===== config.mk =====
export PLATFORM = sky130hd
export DESIGN_NAME = util_axis_uart_rx_os
export DESIGN_NICKNAME = d
export VERILOG_FILES = /design/src/rtl/util_axis_uart_rx_os.sv
export SDC_FILE = /design/constraint.sdc
export NUM_CORES = 1
export LEC_CHECK = 0
export BUFFER_PORTS_ARGS = -buffer_cell sky130_fd_sc_hd__buf_2
export CORE_AREA = 2 2 87 81
export CTS_BUF_LIST = sky130_fd_sc_hd__clkbuf_2 sky130_fd_sc_hd__clkbuf_4 sky130_fd_sc_hd__clkbuf_8
export DETAILED_ROUTE_END_ITERATION = 8
export DIE_AREA = 0 0 89 83
export PLACE_DENSITY = 0.46
export SYNTH_ARGS = -nofsm -noshare
export SYNTH_HDL_FRONTEND = slang
export SYNTH_SLANG_ARGS = --single-unit

===== constraint.sdc =====
create_clock -name aclk -period 1.6 [get_ports aclk]
set_input_delay 0.08 -clock aclk [delete_from_list [all_inputs] [get_ports aclk]]
set_output_delay 0.08 -clock aclk [all_outputs]
set_load 0.01 [all_outputs]

===== src/rtl/util_axis_uart_rx_os.sv =====
// Oversampling UART receiver: 2-flop synchronized rx, majority-voted mid-bit sampling,
// single-entry AXI-Stream output with parity/framing flags and an overflow pulse.
module util_axis_uart_rx_os #(
    parameter int clock_speed = 50000000,
    parameter int baud_rate   = 781250,
    parameter int oversample  = 16,
    parameter int parity_ena  = 0,
    parameter int parity_type = 0,
    parameter int stop_bits   = 1,
    parameter int data_bits   = 8
) (
    input  logic       aclk,
    input  logic       arstn,
    input  logic       rx,
    output logic [7:0] m_axis_tdata,
    output logic [1:0] m_axis_tuser,
    output logic       m_axis_tvalid,
    input  logic       m_axis_tready,
    output logic       overflow
);
    localparam int DIV_RAW = clock_speed / (baud_rate * oversample);
    localparam int DIV     = (DIV_RAW < 1) ? 1 : DIV_RAW;
    localparam int DW      = (DIV > 1) ? $clog2(DIV) : 1;
    localparam int OW      = $clog2(oversample);
    localparam int S0      = oversample / 2 - 1;
    localparam int S1      = oversample / 2;
    localparam int S2      = oversample / 2 + 1;

    typedef enum logic [2:0] {IDLE, START, DATA, PARITY, STOP, BRK} state_t;

    state_t                 state, next;
    logic                   rx_m, rx_s, rx_q;
    logic [DW-1:0]          div_cnt;
    logic [OW-1:0]          os_cnt;
    logic                   tick, start_det, decide, maj, done, done_q;
    logic [1:0]             samp;
    logic [2:0]             bit_cnt;
    logic [data_bits-1:0]   data_sr;
    logic                   perr, ferr;

    assign tick      = (div_cnt == DW'(DIV - 1));
    assign start_det = (state == IDLE) && !rx_s && rx_q;
    assign decide    = tick && (os_cnt == OW'(S2));
    assign maj       = (samp[0] & samp[1]) | (samp[0] & rx_s) | (samp[1] & rx_s);

    always_ff @(posedge aclk or negedge arstn) begin
        if (!arstn) begin
            rx_m <= 1'b1;
            rx_s <= 1'b1;
            rx_q <= 1'b1;
        end else begin
            rx_m <= rx;
            rx_s <= rx_m;
            rx_q <= rx_s;
        end
    end

    // The start-edge cycle counts as tick index 0, so the vote window is centred on mid-bit.
    always_ff @(posedge aclk or negedge arstn) begin
        if (!arstn) begin
            div_cnt <= '0;
            os_cnt  <= '0;
        end else if (start_det) begin
            div_cnt <= '0;
            os_cnt  <= OW'(1);
        end else begin
            div_cnt <= tick ? '0 : div_cnt + 1'b1;
            if (tick) os_cnt <= (os_cnt == OW'(oversample - 1)) ? '0 : os_cnt + 1'b1;
        end
    end

    always_ff @(posedge aclk or negedge arstn) begin
        if (!arstn) state <= IDLE;
        else        state <= next;
    end

    always_comb begin
        next = state;
        done = 1'b0;
        case (state)
            IDLE:   if (start_det) next = START;
            START:  if (decide) next = maj ? IDLE : DATA;
            DATA:   if (decide && bit_cnt == 3'(data_bits - 1))
                        next = (parity_ena != 0) ? PARITY : STOP;
            PARITY: if (decide) next = STOP;
            STOP: begin
                if (decide && bit_cnt == 3'(stop_bits - 1)) begin
                    done = 1'b1;
                    next = ((!maj || ferr) && data_sr == '0) ? BRK : IDLE;
                end
            end
            BRK:    if (rx_s) next = IDLE;
            default: next = IDLE;
        endcase
    end

    always_ff @(posedge aclk or negedge arstn) begin
        if (!arstn) begin
            samp    <= 2'b11;
            bit_cnt <= '0;
            data_sr <= '0;
            perr    <= 1'b0;
            ferr    <= 1'b0;
            done_q  <= 1'b0;
        end else begin
            done_q <= done;
            if (tick && os_cnt == OW'(S0)) samp[0] <= rx_s;
            if (tick && os_cnt == OW'(S1)) samp[1] <= rx_s;
            if (start_det) begin
                bit_cnt <= '0;
                data_sr <= '0;
                perr    <= 1'b0;
                ferr    <= 1'b0;
            end else if (decide) begin
                case (state)
                    DATA: begin
                        data_sr <= {maj, data_sr[data_bits-1:1]};
                        bit_cnt <= (next != DATA) ? 3'd0 : bit_cnt + 1'b1;
                    end
                    PARITY: perr <= maj != ((^data_sr) ^ (parity_type != 0));
                    STOP: begin
                        if (!maj) ferr <= 1'b1;
                        bit_cnt <= bit_cnt + 1'b1;
                    end
                    default: ;
                endcase
            end
        end
    end

    // Word lands one cycle after the final stop decision; a held word wins over a new one.
    always_ff @(posedge aclk or negedge arstn) begin
        if (!arstn) begin
            m_axis_tdata  <= '0;
            m_axis_tuser  <= '0;
            m_axis_tvalid <= 1'b0;
            overflow      <= 1'b0;
        end else begin
            overflow <= 1'b0;
            if (done_q) begin
                if (m_axis_tvalid && !m_axis_tready) begin
                    overflow <= 1'b1;
                end else begin
                    m_axis_tdata  <= 8'(data_sr);
                    m_axis_tuser  <= {perr, ferr};
                    m_axis_tvalid <= 1'b1;
                end
            end else if (m_axis_tvalid && m_axis_tready) begin
                m_axis_tvalid <= 1'b0;
            end
        end
    end
endmodule


# Yosys cells after proc, flatten, opt, wreduce, memory -nomap -nowiden
# Cells that the tools add are included.
dict set report classes {
  add_sub_neg 3
  bitwise_logic 6
  n_mux 35
  eq_ne 15
  reduce_logical 31
}
# operator n
set op_table {}
lappend op_table {{3-bit two-way mux} 10}
lappend op_table {{8-bit two-way mux} 3}
lappend op_table {{3-bit one-hot mux with 6 select lines} 1}
lappend op_table {{1-bit two-way mux} 14}
lappend op_table {{4-bit == test, second input constant} 3}
lappend op_table {{4-bit two-way mux} 3}
lappend op_table {{2-bit nonzero test} 6}
lappend op_table {{1-bit logical AND} 10}
lappend op_table {{2-bit AND reduction} 5}
lappend op_table {{3-bit == test, second input constant} 3}
lappend op_table {{8-bit zero test} 1}
lappend op_table {{8-bit parity} 1}
lappend op_table {{3-bit by 2-bit == test with 1-bit output, second input constant} 2}
lappend op_table {{3-bit zero test} 2}
lappend op_table {{2-bit two-way mux} 3}
lappend op_table {{3-bit one-hot mux with 2 select lines} 1}
lappend op_table {{4-bit by 1-bit adder with 4-bit output, second input constant} 1}
lappend op_table {{4-bit by 3-bit == test with 1-bit output, second input constant} 1}
lappend op_table {{2-bit != test, second input constant} 2}
lappend op_table {{3-bit by 1-bit adder with 3-bit output, second input constant} 1}
lappend op_table {{1-bit bitwise AND} 3}
lappend op_table {{3-bit by 1-bit == test with 1-bit output, second input constant} 1}
lappend op_table {{1-bit zero test} 3}
lappend op_table {{3-bit by 2-bit != test with 1-bit output, second input constant} 1}
lappend op_table {{other kinds (8)} 9}
dict set report word_totals {
  elab_cells 107
  reg_bits 40
}

# Logic depth before layout (Yosys ltp)
# Gate-level depths: netlist of run 1.
dict set report depth {
  ltp_word 14
  depth_mapped 6
  mapped_depth_nobuf 6
}

# Worst setup path after synthesis of run 1
# Ideal clock, no wire load.
dict set report synth_path {
  path_type {reg2reg}
  from {register os_cnt[1]}
  to {register data_sr[1]}
  required_ns 1.479
  t_arrival_ns 1.428
  stages_incl_launch_ff 7
  path_slack_ns 0.051
  cell_sequence {dfrtp_1 > inv_1 > ha_1 > nand4b_4 > nor3_4 > mux2i_1 > nor2_1}
}
dict set report synth_between {
  elab_chain_cells 4
}
# element line_no
set synth_lines {}
lappend synth_lines {{start, declared} 34} ;# logic [OW-1:0] os_cnt;
lappend synth_lines {{start signal, assigned} 68} ;# if (tick) os_cnt <= (os_cnt == OW'(oversample - 1)) ? '0 : os_cnt + 1'b1;
lappend synth_lines {{4-bit == test} 43} ;# assign decide = tick && (os_cnt == OW'(S2));
lappend synth_lines {{1-bit logical AND} 43}
lappend synth_lines {{2-bit nonzero test (no line)} n/a}
lappend synth_lines {{2-bit AND reduction (no line)} n/a}
lappend synth_lines {{end signal, assigned} 117} ;# data_sr <= {maj, data_sr[data_bits-1:1]};
lappend synth_lines {{end, declared} 38} ;# logic [data_bits-1:0] data_sr;
# No other way between the ends.
# A chain may end at the register's enable or synchronous reset.

# Worst setup path after layout of run 1
dict set report layout_path {
  from {register data_sr[6]}
  to {register perr}
}
dict set report layout_between {
  elab_chain_cells 5
}
# element line_no
set layout_lines {}
lappend layout_lines {{8-bit parity} 120} ;# PARITY: perr <= maj != ((^data_sr) ^ (parity_type != 0));
lappend layout_lines {{1-bit != test} 120}
lappend layout_lines {{1-bit two-way mux} 115} ;# case (state)
lappend layout_lines {{1-bit two-way mux} 114} ;# end else if (decide) begin
lappend layout_lines {{1-bit two-way mux} 109} ;# if (start_det) begin
lappend layout_lines {{end signal, assigned} 120}
lappend layout_lines {{end, declared} 39} ;# logic perr, ferr;
# No other way between the ends. The select of a mux whose other input is x is not followed.

==> results by group, run 1 <==
Timing
  – Final Cycle Share: 0.951
  – Slew @ Worst Pin: 0.495 ns
  – Fin Clk Skew: 0.00883 ns
  – RSZ-0062 raised after global routing: yes
  – Hold slack final: 0.0686 ns
  – Final Hold Viols: 0
  – Final setup viols: 0
  – Final Critical Period: 1.52 ns
  – Final WS setup: 0.0791 ns
  – Max Freq: 658 MHz
  – Final slew viol count: 0
  – Worst slew margin: 0.670

Pwr
  – Switching part of the total: 0.294
  – Peak supply drop: 873 uV
  – Clock Power Share: 0.318
  – Sequential Power Share: 0.449
  – Pwr Density: 1180 nW/um^2
  – Leakage: 0.00111 uW
  – Net Sw Power: 815 uW
  – Comb power frac: 0.233
  – Internal power: 1960 uW

Global routing
  – Initial antenna violation count: 0
  – Total GRT Usage: 0.109
  – Global route total overflow: 0
  – Vias in the first global route: 1,236
  – Largest net degree at the start of global routing: 22
  – Global-route wire length before repair: 6170 um

Floorplan
  – Initial Util: 0.294
  – Chip height: 83 um
  – IO Pins: 16
  – Core area: 6450 um^2
  – Die width: 89 um
  – Full die area: 7390 um^2
  – Row count: 28

Synth
  – Mapped Nets: 188
  – Largest family of logic cells by synthesized area: simple AND/OR/NAND/NOR gates
  – Most common cell in the netlist: dfrtp_1
  – Top post-synthesis cells by area: dfrtp_1, ha_1, dfstp_2
  – Post-Syn Area: 1890 um^2
  – Prevailing post-synth register cell: dfrtp_1
  – Synth Register Bits: 40
  – Synth top area share: 0.463
  – Simple-gate share of the synthesized area: 0.173
  – Yosys cell types: 33
  – Cells after Synth: 173
  – Post-Synth Adder-Cell Area: 0.0787
  – Synth Area in Compound Gates: 0.0747
  – Ys Warns: 0
  – Syn_area_per_cell: 10.9 um^2
  – Xor-xnor portion of the synthesized cell area: 0.0185
  – Mux contribution to synthesized area: 0.0826
  – Seq/Total Area, Yosys: 0.532
  – Top post-synthesis cells by count: dfrtp_1, nor2_1, o21ai_0
  – Async S/R FF share, synth: 1.00
  – Area leader, netlist: dfrtp_1
  – Post-synth EDFFs: 0

Worst setup path
  – Worst setup SP type: flip-flop
  – Reg2reg start: data_sr[6]
  – Worst-path maximum fanout: 3
  – WP depth: 6
  – Flop-to-flop setup slack: 0.08 ns
  – Setup crit end kind: flip-flop
  – Reg2reg path depth: 6
  – Slowest cell on the critical path: dfrtp_1
  – Crit path from: data_sr[6]
  – R2r endpoint: perr
  – Crit path to: perr
  – Worst EP arrival: 1.70 ns
  – CP peak stage delay: 0.38 ns
  – Crit-path most repeated cell: xnor2_2
  – CP delay by family, top: flip-flops
  – CP cell instances: inv_1, ha_1, xnor2_2, xnor2_2, mux2i_1, nor3_1
  – Buf+Inv Stages, Crit Path: 1
  – CP required: 1.78 ns
  – Worst Setup Path Type: flip-flop to flip-flop

Routing
  – DRT antenna net count: 0
  – Pre-antenna DRT Iters: 4
  – Via density: 4.35
  – Vias: 1,289
  – Post-route DRC: 0
  – Initial detailed-routing violation count: 62
  – DR WL/cell: 11.9 um
  – Detailed Route WL: 3520 um

Job
  – Number of max-cap violations: 0

Final layout
  – Final Core Density: 0.364
  – Total inserted antenna cells: 0
  – Layout cell share with drive strength beyond 1: 0.267
  – Layout area overhead: 23.9%
  – Fin nets: 220
  – Finished Layout Cells: 296

Min path
  – Worst hold path type: input pin to flip-flop

Clock tree
  – Clock-pin slew on the worst setup and hold paths: 0.08 ns
  – # H-tree levels: 2
  – CTS root buf: clkbuf_8
  – Max Root-Sink Buffers: 2
  – Clk Latency, worst-skew pair: 0.30 ns
  – Clock sinks: 40
  – Num CTS Buffers: 5
  – TritonCTS clock tree: built

Run status
  – Status: complete, no violations

Placed design
  – GP Congestion: 0.757
  – Dpl ws: 0.0600 ns
  – DP HPWL: 2500 um
  – Placed instance count: 285
  – Port bufs: 15
-- per-stage QoR --
step | TNS, ns | instance area, um^2 | power, uW
after floorplan | 0 | 1890 | 1670
after global placement | 0 | 2160 | 1890
after detailed placement | 0 | 2160 | 1880
after CTS | 0 | 2300 | 2790
after global routing | -0.0134 | 2340 | 2980
final | 0 | 2340 | 2770
-- cells in the final DEF, fill, tap and decap left out, types with 3 or more instances in the layout --
cell type  instances
buf_4             12
nand2_1           14
buf_2             15
a31oi_1            3
mux2_2             5
nor2_1            15
ha_1               9
mux2i_1           10
a21oi_1            6
and4b_1            3
nor3_1             3
clkbuf_8           6
o21ai_0           15
nand3_1            3
dfstp_2            5
nand2b_1           4
xnor2_2            3
dfrtp_1           35
inv_1             13
-- how the worst min path moves through the flow --
stage / from / endpoint / slack, ns / cells after the start
2_1_floorplan: arstn / bit_cnt[0] / -0.22 / 0
3_3_place_gp: arstn / data_sr[4] / 0.09 / 1
3_5_place_dp: arstn / os_cnt[2] / 0.09 / 1
4_1_cts: m_axis_tready / overflow / 0.06 / 3
5_1_grt: m_axis_tready / overflow / 0.1 / 3
6_report: m_axis_tready / overflow / 0.07 / 3
-- area by class of cell --
type / instances / area (um^2)
multi-input combinational: 114 / 846
inverter: 14 / 52.6
clock inverter: 2 / 38.8
fill: 684 / 4100
sequential: 40 / 1010
tap: 90 / 113
timing repair buffer: 30 / 205
clock buffer: 6 / 82.6
-- tightest hold or removal path: cells and delay by family --
kind	cells	cell delay, ns
and+or+nand+nor	2	0.18
buffers and inverters	1	0.07
-- state kept, by name, indices dropped and copies added (netlist names), 2 cells and up --
| name | flops |
|---|---|
| data_sr | 8 |
| m_axis_tdata | 8 |
| os_cnt | 4 |
| bit_cnt | 3 |
| state | 3 |
| div_cnt | 2 |
| m_axis_tuser | 2 |
| samp | 2 |
-- timing repair --
item                                    CTS  global route
gates resized for setup                   0             7
endpoints found under the setup margin    0             5
endpoints found under the hold margin    15             0
setup buffers                             0             1
hold buffers                              2             0
-- power groups by stage --
stage / Combinational (uW) / Clock [uW] / Sequential, uW
5_1_grt: 740 / 976 / 1260
4_1_cts: 631 / 922 / 1230
6_report: 647 / 882 / 1240
2_1_floorplan: 410 / 0 / 1260
3_5_place_dp: 626 / 0 / 1250
3_3_place_gp: 631 / 0 / 1260
-- cell families after synthesis --
kind of cell	count (synthesis)
flip-flops	40
multiplexers	15
adder cells (fa/ha/maj)	12
AO/OA/AOI/OAI	26
XOR/XNOR	4
AND/OR/NAND/NOR	57
buffers and inverters	19
-- routing by layer --
metal	global-route usage	routed length (um)	vias up
met5	0	0	-
met1	0.163	1900	605
met2	0.145	1420	21
met4	0.0488	69	0
li1	-	-	656
met3	0.0298	136	7
Power figures use the tool's default switching activity.
==> inputs of run 2 (changes only) <==
--- a/config.mk
+++ b/config.mk
@@ -5,12 +5,14 @@
 export SDC_FILE = /design/constraint.sdc
 export NUM_CORES = 1
 export LEC_CHECK = 0
+export ABC_AREA = 1
 export BUFFER_PORTS_ARGS = -buffer_cell sky130_fd_sc_hd__buf_2
-export CORE_AREA = 2 2 87 81
+export CORE_AREA = 2 2 90 83
 export CTS_BUF_LIST = sky130_fd_sc_hd__clkbuf_2 sky130_fd_sc_hd__clkbuf_4 sky130_fd_sc_hd__clkbuf_8
 export DETAILED_ROUTE_END_ITERATION = 8
-export DIE_AREA = 0 0 89 83
-export PLACE_DENSITY = 0.46
+export DIE_AREA = 0 0 92 85
+export PLACE_DENSITY = 0.45
+export RECOVER_POWER = 100
 export SYNTH_ARGS = -nofsm -noshare
 export SYNTH_HDL_FRONTEND = slang
 export SYNTH_SLANG_ARGS = --single-unit
==> results by group, run 2 <==
Synth
  – Area leader, netlist: dfrtp_1
  – Syn_area_per_cell: 8.85 um^2 (-19%)
  – Top post-synthesis cells by count: nand2_1, inv_1, dfrtp_1
  – Most common cell in the netlist: nand2_1
  – Prevailing post-synth register cell: dfrtp_1
  – Synth Register Bits: 40 (unchanged)
  – Async S/R FF share, synth: 1.00 (unchanged)
  – Cells after Synth: 226 (+31%)
  – Post-Syn Area: 2000 um^2 (+5.7%)
  – Synth top area share: 0.438 (-0.0249)
  – Yosys cell types: 28 (-15%)
  – Ys Warns: 0 (unchanged)
  – Seq/Total Area, Yosys: 0.503 (-0.0286)
  – Mapped Nets: 241 (+28%)
  – Top post-synthesis cells by area: dfrtp_1, nand2_1, inv_1
  – Post-synth EDFFs: 0 (unchanged)

Timing
  – Final Cycle Share: 0.882 (-0.0690)
  – Final Hold Viols: 0 (unchanged)
  – Final setup viols: 0 (unchanged)
  – Fin Clk Skew: 0.00708 ns (-0.00175 ns)
  – RSZ-0062 raised after global routing: no
  – Final slew viol count: 0 (unchanged)
  – Final Critical Period: 1.41 ns (-0.110 ns)
  – Worst slew margin: 0.332 (-0.338)
  – Final TNS setup: 0 ns (unchanged)
  – Final WS setup: 0.190 ns (+0.110 ns)
  – Slew @ Worst Pin: 1.00 ns (+0.507 ns)
  – Max Freq: 709 MHz (+7.8%)

Final layout
  – Sequential standard cell area: 1010 um^2 (unchanged)
  – Multi-input gate area in the final layout: 817 um^2 (-3.4%)
  – Finished Layout Cells: 348 (+18%)
  – Final-layout fill cell count: 738 (+7.9%)
  – Layout cell share with drive strength beyond 1: 0.153 (-0.114)
  – Total inserted antenna cells: 0 (unchanged)
  – Fin nets: 269 (+22%)
  – Layout area overhead: 19.2%
  – Most frequent cells in the layout: nand2_1, inv_1, dfrtp_1, o21ai_0, nand3_1
  – Finished layout cell area: 2380 um^2 (+1.7%)
  – Largest regs: data_sr: 8 flops, m_axis_tdata: 8 flops, os_cnt: 4 flops
  – Commonest non-fill, non-tap cell in the layout: nand2_1

Clock tree
  – CTS root buf: clkbuf_8
  – Clk Latency, worst-skew pair: 0.29 ns (about the same)
  – TritonCTS clock tree: built
  – Clock sinks: 40 (unchanged)
  – # H-tree levels: 2 (unchanged)
  – Clock-pin slew on the worst setup and hold paths: 0.08 ns (about the same)
  – Num CTS Buffers: 5 (unchanged)
  – Max Root-Sink Buffers: 2 (unchanged)

Floorplan
  – IO Pins: 16 (unchanged)
  – Core area: 6890 um^2 (+6.9%)
  – Initial Util: 0.290 (-0.00347)
  – Chip height: 85 um (+2.4%)
  – Die width: 92 um (+3.4%)
  – Row count: 29 (+3.6%)
  – Full die area: 7820 um^2 (+5.9%)

Pwr
  – Pwr Density: 1370 nW/um^2 (+16%)
  – Leakage: 0.00118 uW (+5.9%)
  – Peak supply drop: 427 uV (-51%)

Job
  – Number of max-cap violations: 0 (unchanged)

Run status
  – Status: complete, no violations

Worst setup path
  – Worst-path maximum fanout: 8 (+5)
  – Setup crit end kind: flip-flop
  – Worst EP arrival: 1.64 ns (-0.06 ns)
  – Worst setup SP type: flip-flop
  – Flop-to-flop setup slack: 0.19 ns (+0.11 ns)
  – CP required: 1.83 ns (+0.05 ns)
  – Worst Setup Path Type: flip-flop to flip-flop

Placed design
  – DP HPWL: 2730 um (+9.3%)
  – Dpl ws: 0.0854 ns (+0.0253 ns)
  – Placed Area: 2210 um^2 (+2.4%)
  – Port bufs: 15 (unchanged)
  – GP Congestion: 0.779 (+2.8%)
  – Placed instance count: 336 (+18%)

Routing
  – Post-route DRC: 0 (unchanged)
  – Detailed Route WL: 3690 um (+4.8%)
  – Via density: 4.25 (-2.5%)
  – Vias: 1,478 (+15%)
  – DR WL/cell: 10.6 um (-11%)
  – DRT antenna net count: 0 (unchanged)
  – Initial detailed-routing violation count: 33 (-47%)
  – Pre-antenna DRT Iters: 4 (unchanged)

Global routing
  – Global-route wire length before repair: 6670 um (+8.1%)
  – Vias in the first global route: 1,397 (+13%)
  – Largest net degree at the start of global routing: 41 (+86%)
  – Initial antenna violation count: 0 (unchanged)
  – Total GRT Usage: 0.106 (-0.00303)
  – Global route total overflow: 0 (unchanged)

Min path
  – Worst hold path type: input pin to flip-flop
## run 2: what timing repair did
action,in CTS,in global routing
hold buffers,2,0
buffers inserted,0,2
endpoints found under the setup margin,0,6
hold endpoints to repair,36,0
resized for setup,0,1
## run 2: area by class of cell
cell class,instances,area share
clock buffer,5,0.0289
clock inverter,3,0.0378
inverter,42,0.0661
multi-input combinational,141,0.343
sequential,40,0.422
tap,93,0.0488
timing repair buffer,24,0.0535
## run 2: cell families (layout without fill, tap and decap cells)
group,count (synthesis),in the layout,synth area share
and+or+nand+nor,96,96,0.240
buffers and inverters,45,74,0.0882
adders and majority gates,11,11,0.0688
AOI/OAI and AO/OA,34,34,0.100
DFF,40,40,0.503
## run 2: final timing paths
path                       cells after the start              end          start
hold / removal                                 4         overflow  m_axis_tready
min in group asynchronous                      3  m_axis_tdata[4]          arstn
max in group asynchronous                      3        os_cnt[3]          arstn
setup / recovery                               8       bit_cnt[2]      os_cnt[1]
setup reg to reg                               8       bit_cnt[2]      os_cnt[1]
hold reg to reg                                0             rx_s           rx_m
## run 2: routing by layer
layer | up-vias | part of all wire | track usage
met3 | 7 | 0.041 | 0.0311
met4 | 0 | 0.013 | 0.0407
li1 | 781 | - | -
met5 | - | 0 | 0
met2 | 23 | 0.41 | 0.152
met1 | 667 | 0.54 | 0.152
## run 2: critical path, cell delays in order, from the launching register on
cell,delay (ns)
dfrtp_1,0.38
inv_1,0.09
ha_2,0.19
nand2_4,0.07
nor2_8,0.16
nand2_1,0.15
a21oi_4,0.17
nand3_1,0.08
nand2_1,0.06
## run 2: power breakdown
part,internal (uW),total [uW],switching (uW)
Clock,780,1140,362
Sequential,1160,1270,115
Combinational,323,862,539
Total,2260,3280,1020
## run 2: per-stage QoR
stage,hold slack [ns],total power (uW),utilization
2_1_floorplan,-0.216,1950,-
3_3_place_gp,0.184,2150,0.321
3_5_place_dp,0.179,2150,0.321
4_1_cts,0.0532,3310,0.347
5_1_grt,0.0699,3530,0.346
6_report,0.0517,3280,0.346
==> inputs of run 3 (changes only) <==
--- a/config.mk
+++ b/config.mk
@@ -11,7 +11,6 @@
 export CTS_BUF_LIST = sky130_fd_sc_hd__clkbuf_2 sky130_fd_sc_hd__clkbuf_4 sky130_fd_sc_hd__clkbuf_8
 export DETAILED_ROUTE_END_ITERATION = 8
 export DIE_AREA = 0 0 92 85
-export PLACE_DENSITY = 0.45
 export RECOVER_POWER = 100
 export SYNTH_ARGS = -nofsm -noshare
 export SYNTH_HDL_FRONTEND = slang
==> results by group, run 3 (synthesis results as in run 2) <==
Run status
  – Status: complete, no violations

Final layout
  – Total inserted antenna cells: 0 (unchanged)
  – Final Core Density: 0.344 (-0.00181)
  – Largest regs: data_sr: 8 flops, m_axis_tdata: 8 flops, os_cnt: 4 flops
  – Commonest non-fill, non-tap cell in the layout: nand2_1
  – Final-layout fill cell count: 731 (-0.95%)
  – Fin nets: 269 (unchanged)
  – Layout area overhead: 18.6%
  – Layout cell share with drive strength beyond 1: 0.153 (unchanged)
  – Finished layout cell area: 2370 um^2 (-0.52%)
  – Most frequent cells in the layout: nand2_1, inv_1, dfrtp_1, o21ai_0, nand3_1

Worst setup path
  – Worst setup SP type: flip-flop
  – R2r endpoint: bit_cnt[0]
  – Worst-path maximum fanout: 9 (+1)
  – Reg2reg start: os_cnt[1]
  – Reg2reg path depth: 9 (+1)
  – CP peak stage delay: 0.42 ns (+0.04 ns)
  – CP cell instances: inv_1, ha_1, nand2_4, nor2_8, buf_12, nand2_8, a21oi_4, nand3_1, nand2_1
  – Slowest cell on the critical path: dfrtp_1
  – Setup crit end kind: flip-flop
  – Worst EP arrival: 1.75 ns (+0.11 ns)
  – CP required: 1.84 ns (about the same)
  – Flop-to-flop setup slack: 0.09 ns (-0.10 ns)
  – Worst Setup Path Type: flip-flop to flip-flop

Global routing
  – Vias in the first global route: 1,464 (+4.8%)
  – Largest net degree at the start of global routing: 22 (-46%)
  – Initial antenna violation count: 0 (unchanged)
  – Total GRT Usage: 0.104 (-0.00217)
  – Global route total overflow: 0 (unchanged)
  – Global-route wire length before repair: 6470 um (-2.9%)

Routing
  – Vias: 1,494 (+1.1%)
  – Initial detailed-routing violation count: 50 (+52%)
  – Pre-antenna DRT Iters: 4 (unchanged)
  – Post-route DRC: 0 (unchanged)
  – Detailed Route WL: 3690 um (about the same)
  – DRT antenna net count: 0 (unchanged)
  – Via density: 4.29 (+1.1%)
  – DR WL/cell: 10.6 um (about the same)

Pwr
  – Peak supply drop: 364 uV (-15%)
  – Pwr Density: 1210 nW/um^2 (-12%)
  – Leakage: 0.00117 uW (-0.48%)

Timing
  – Final Cycle Share: 0.945 (+0.0636)
  – Max Freq: 661 MHz (-6.7%)
  – Hold slack final: 0.0577 ns (+0.00601 ns)
  – Fin Clk Skew: 0.0120 ns (+0.00489 ns)
  – Final Critical Period: 1.51 ns (+0.102 ns)
  – Final TNS setup: 0 ns (unchanged)
  – Final setup viols: 0 (unchanged)
  – Final Hold Viols: 0 (unchanged)
  – Slew @ Worst Pin: 1.17 ns (+0.170 ns)
  – Worst slew margin: 0.219 (-0.113)
  – Final slew viol count: 0 (unchanged)

Clock tree
  – Clk Latency, worst-skew pair: 0.29 ns (about the same)
  – Clock sinks: 40 (unchanged)
  – # H-tree levels: 2 (unchanged)
  – Max Root-Sink Buffers: 2 (unchanged)
  – CTS root buf: clkbuf_8
  – Clock-pin slew on the worst setup and hold paths: 0.08 ns (about the same)
  – TritonCTS clock tree: built
  – Num CTS Buffers: 5 (unchanged)

Floorplan
  – Initial Util: 0.290 (unchanged)
  – IO Pins: 16 (unchanged)
  – Core area: 6890 um^2 (unchanged)
  – Die width: 92 um (unchanged)
  – Full die area: 7820 um^2 (unchanged)
  – Row count: 29 (unchanged)
  – Chip height: 85 um (unchanged)

Job
  – Number of max-cap violations: 0 (unchanged)

Placed design
  – GP Congestion: 0.807 (+3.6%)
  – Placed Area: 2200 um^2 (-0.45%)
  – Port bufs: 15 (unchanged)
  – DP HPWL: 2630 um (-3.5%)

Min path
  – Hold path start: m_axis_tready
  – Worst hold path type: input pin to flip-flop
  – Worst Hold Path Cells: 4 (unchanged)
  – Min-Delay Endpoint: overflow
run 3: cell types whose count changed in the layout (fill, tap and decap cells not counted), sizes merged:
cell / previous run / this run
buf: 8 / 9
bufinv: 3 / 0
clkinv: 0 / 1
inv: 42 / 43
run 3: per-stage QoR:
step	power [uW]	instances	setup slack, ns
global route	3100	348	-0.0231
CTS	2840	343	0.0383
finish	2880	348	0.0878
detailed placement	2120	333	0.0979
floorplan	1950	226	0.209
global placement	2100	333	0.139
run 3: per-layer routing:
| layer | vias to the layer above | share of wire | track usage | wire, um |
|---|---|---|---|---|
| li1 | 779 | - | - | - |
| met1 | 683 | 0.49 | 0.130 | 1810 |
| met2 | 26 | 0.45 | 0.169 | 1680 |
| met3 | 6 | 0.041 | 0.0346 | 151 |
| met4 | 0 | 0.014 | 0.0366 | 52 |
| met5 | - | 0 | 0 | 0 |
run 3: critical path, delay by kind of cell, from the launching register on:
kind                     cells  cell delay, ns
AO/OA/AOI/OAI                1            0.18
flip-flops                   1            0.42
AND/OR/NAND/NOR              5            0.43
adder cells (fa/ha/maj)      1            0.19
buffers and inverters        2            0.23
run 3: area by class of cell:
class	count	area [um^2]	area share
clock buffer	6	82.6	0.0348
clock inverter	2	13.8	0.00580
inverter	42	158	0.0665
multi-input combinational	141	838	0.353
sequential	40	1010	0.425
tap	93	116	0.0491
timing repair buffer	24	156	0.0659
run 3: worst max-delay path by stage:
stage / slack, ns / endpoint / start / depth (start not counted)
finish: 0.09 / bit_cnt[0] / os_cnt[1] / 9
global route: -0.02 / bit_cnt[0] / os_cnt[1] / 9
CTS: 0.04 / state[2] / os_cnt[1] / 9
detailed placement: 0.1 / bit_cnt[1] / os_cnt[1] / 9
global placement: 0.14 / state[2] / os_cnt[1] / 9
floorplan: 0.21 / state[2] / os_cnt[1] / 9
run 3: power breakdown:
| group | internal, uW | total [uW] | leakage, uW | switching (uW) |
|---|---|---|---|---|
| Clock | 353 | 716 | 0.0000516 | 363 |
| Sequential | 1160 | 1290 | 0.000527 | 134 |
| Combinational | 340 | 869 | 0.000596 | 528 |
run 3: what timing repair did:
| item | 4_1_cts | 5_1_grt |
|---|---|---|
| setup buffers | 0 | 5 |
| endpoints found under the setup margin | 0 | 6 |
| gates resized for setup | 0 | 3 |
| hold endpoints to repair | 16 | 0 |
| hold buffers | 2 | 0 |
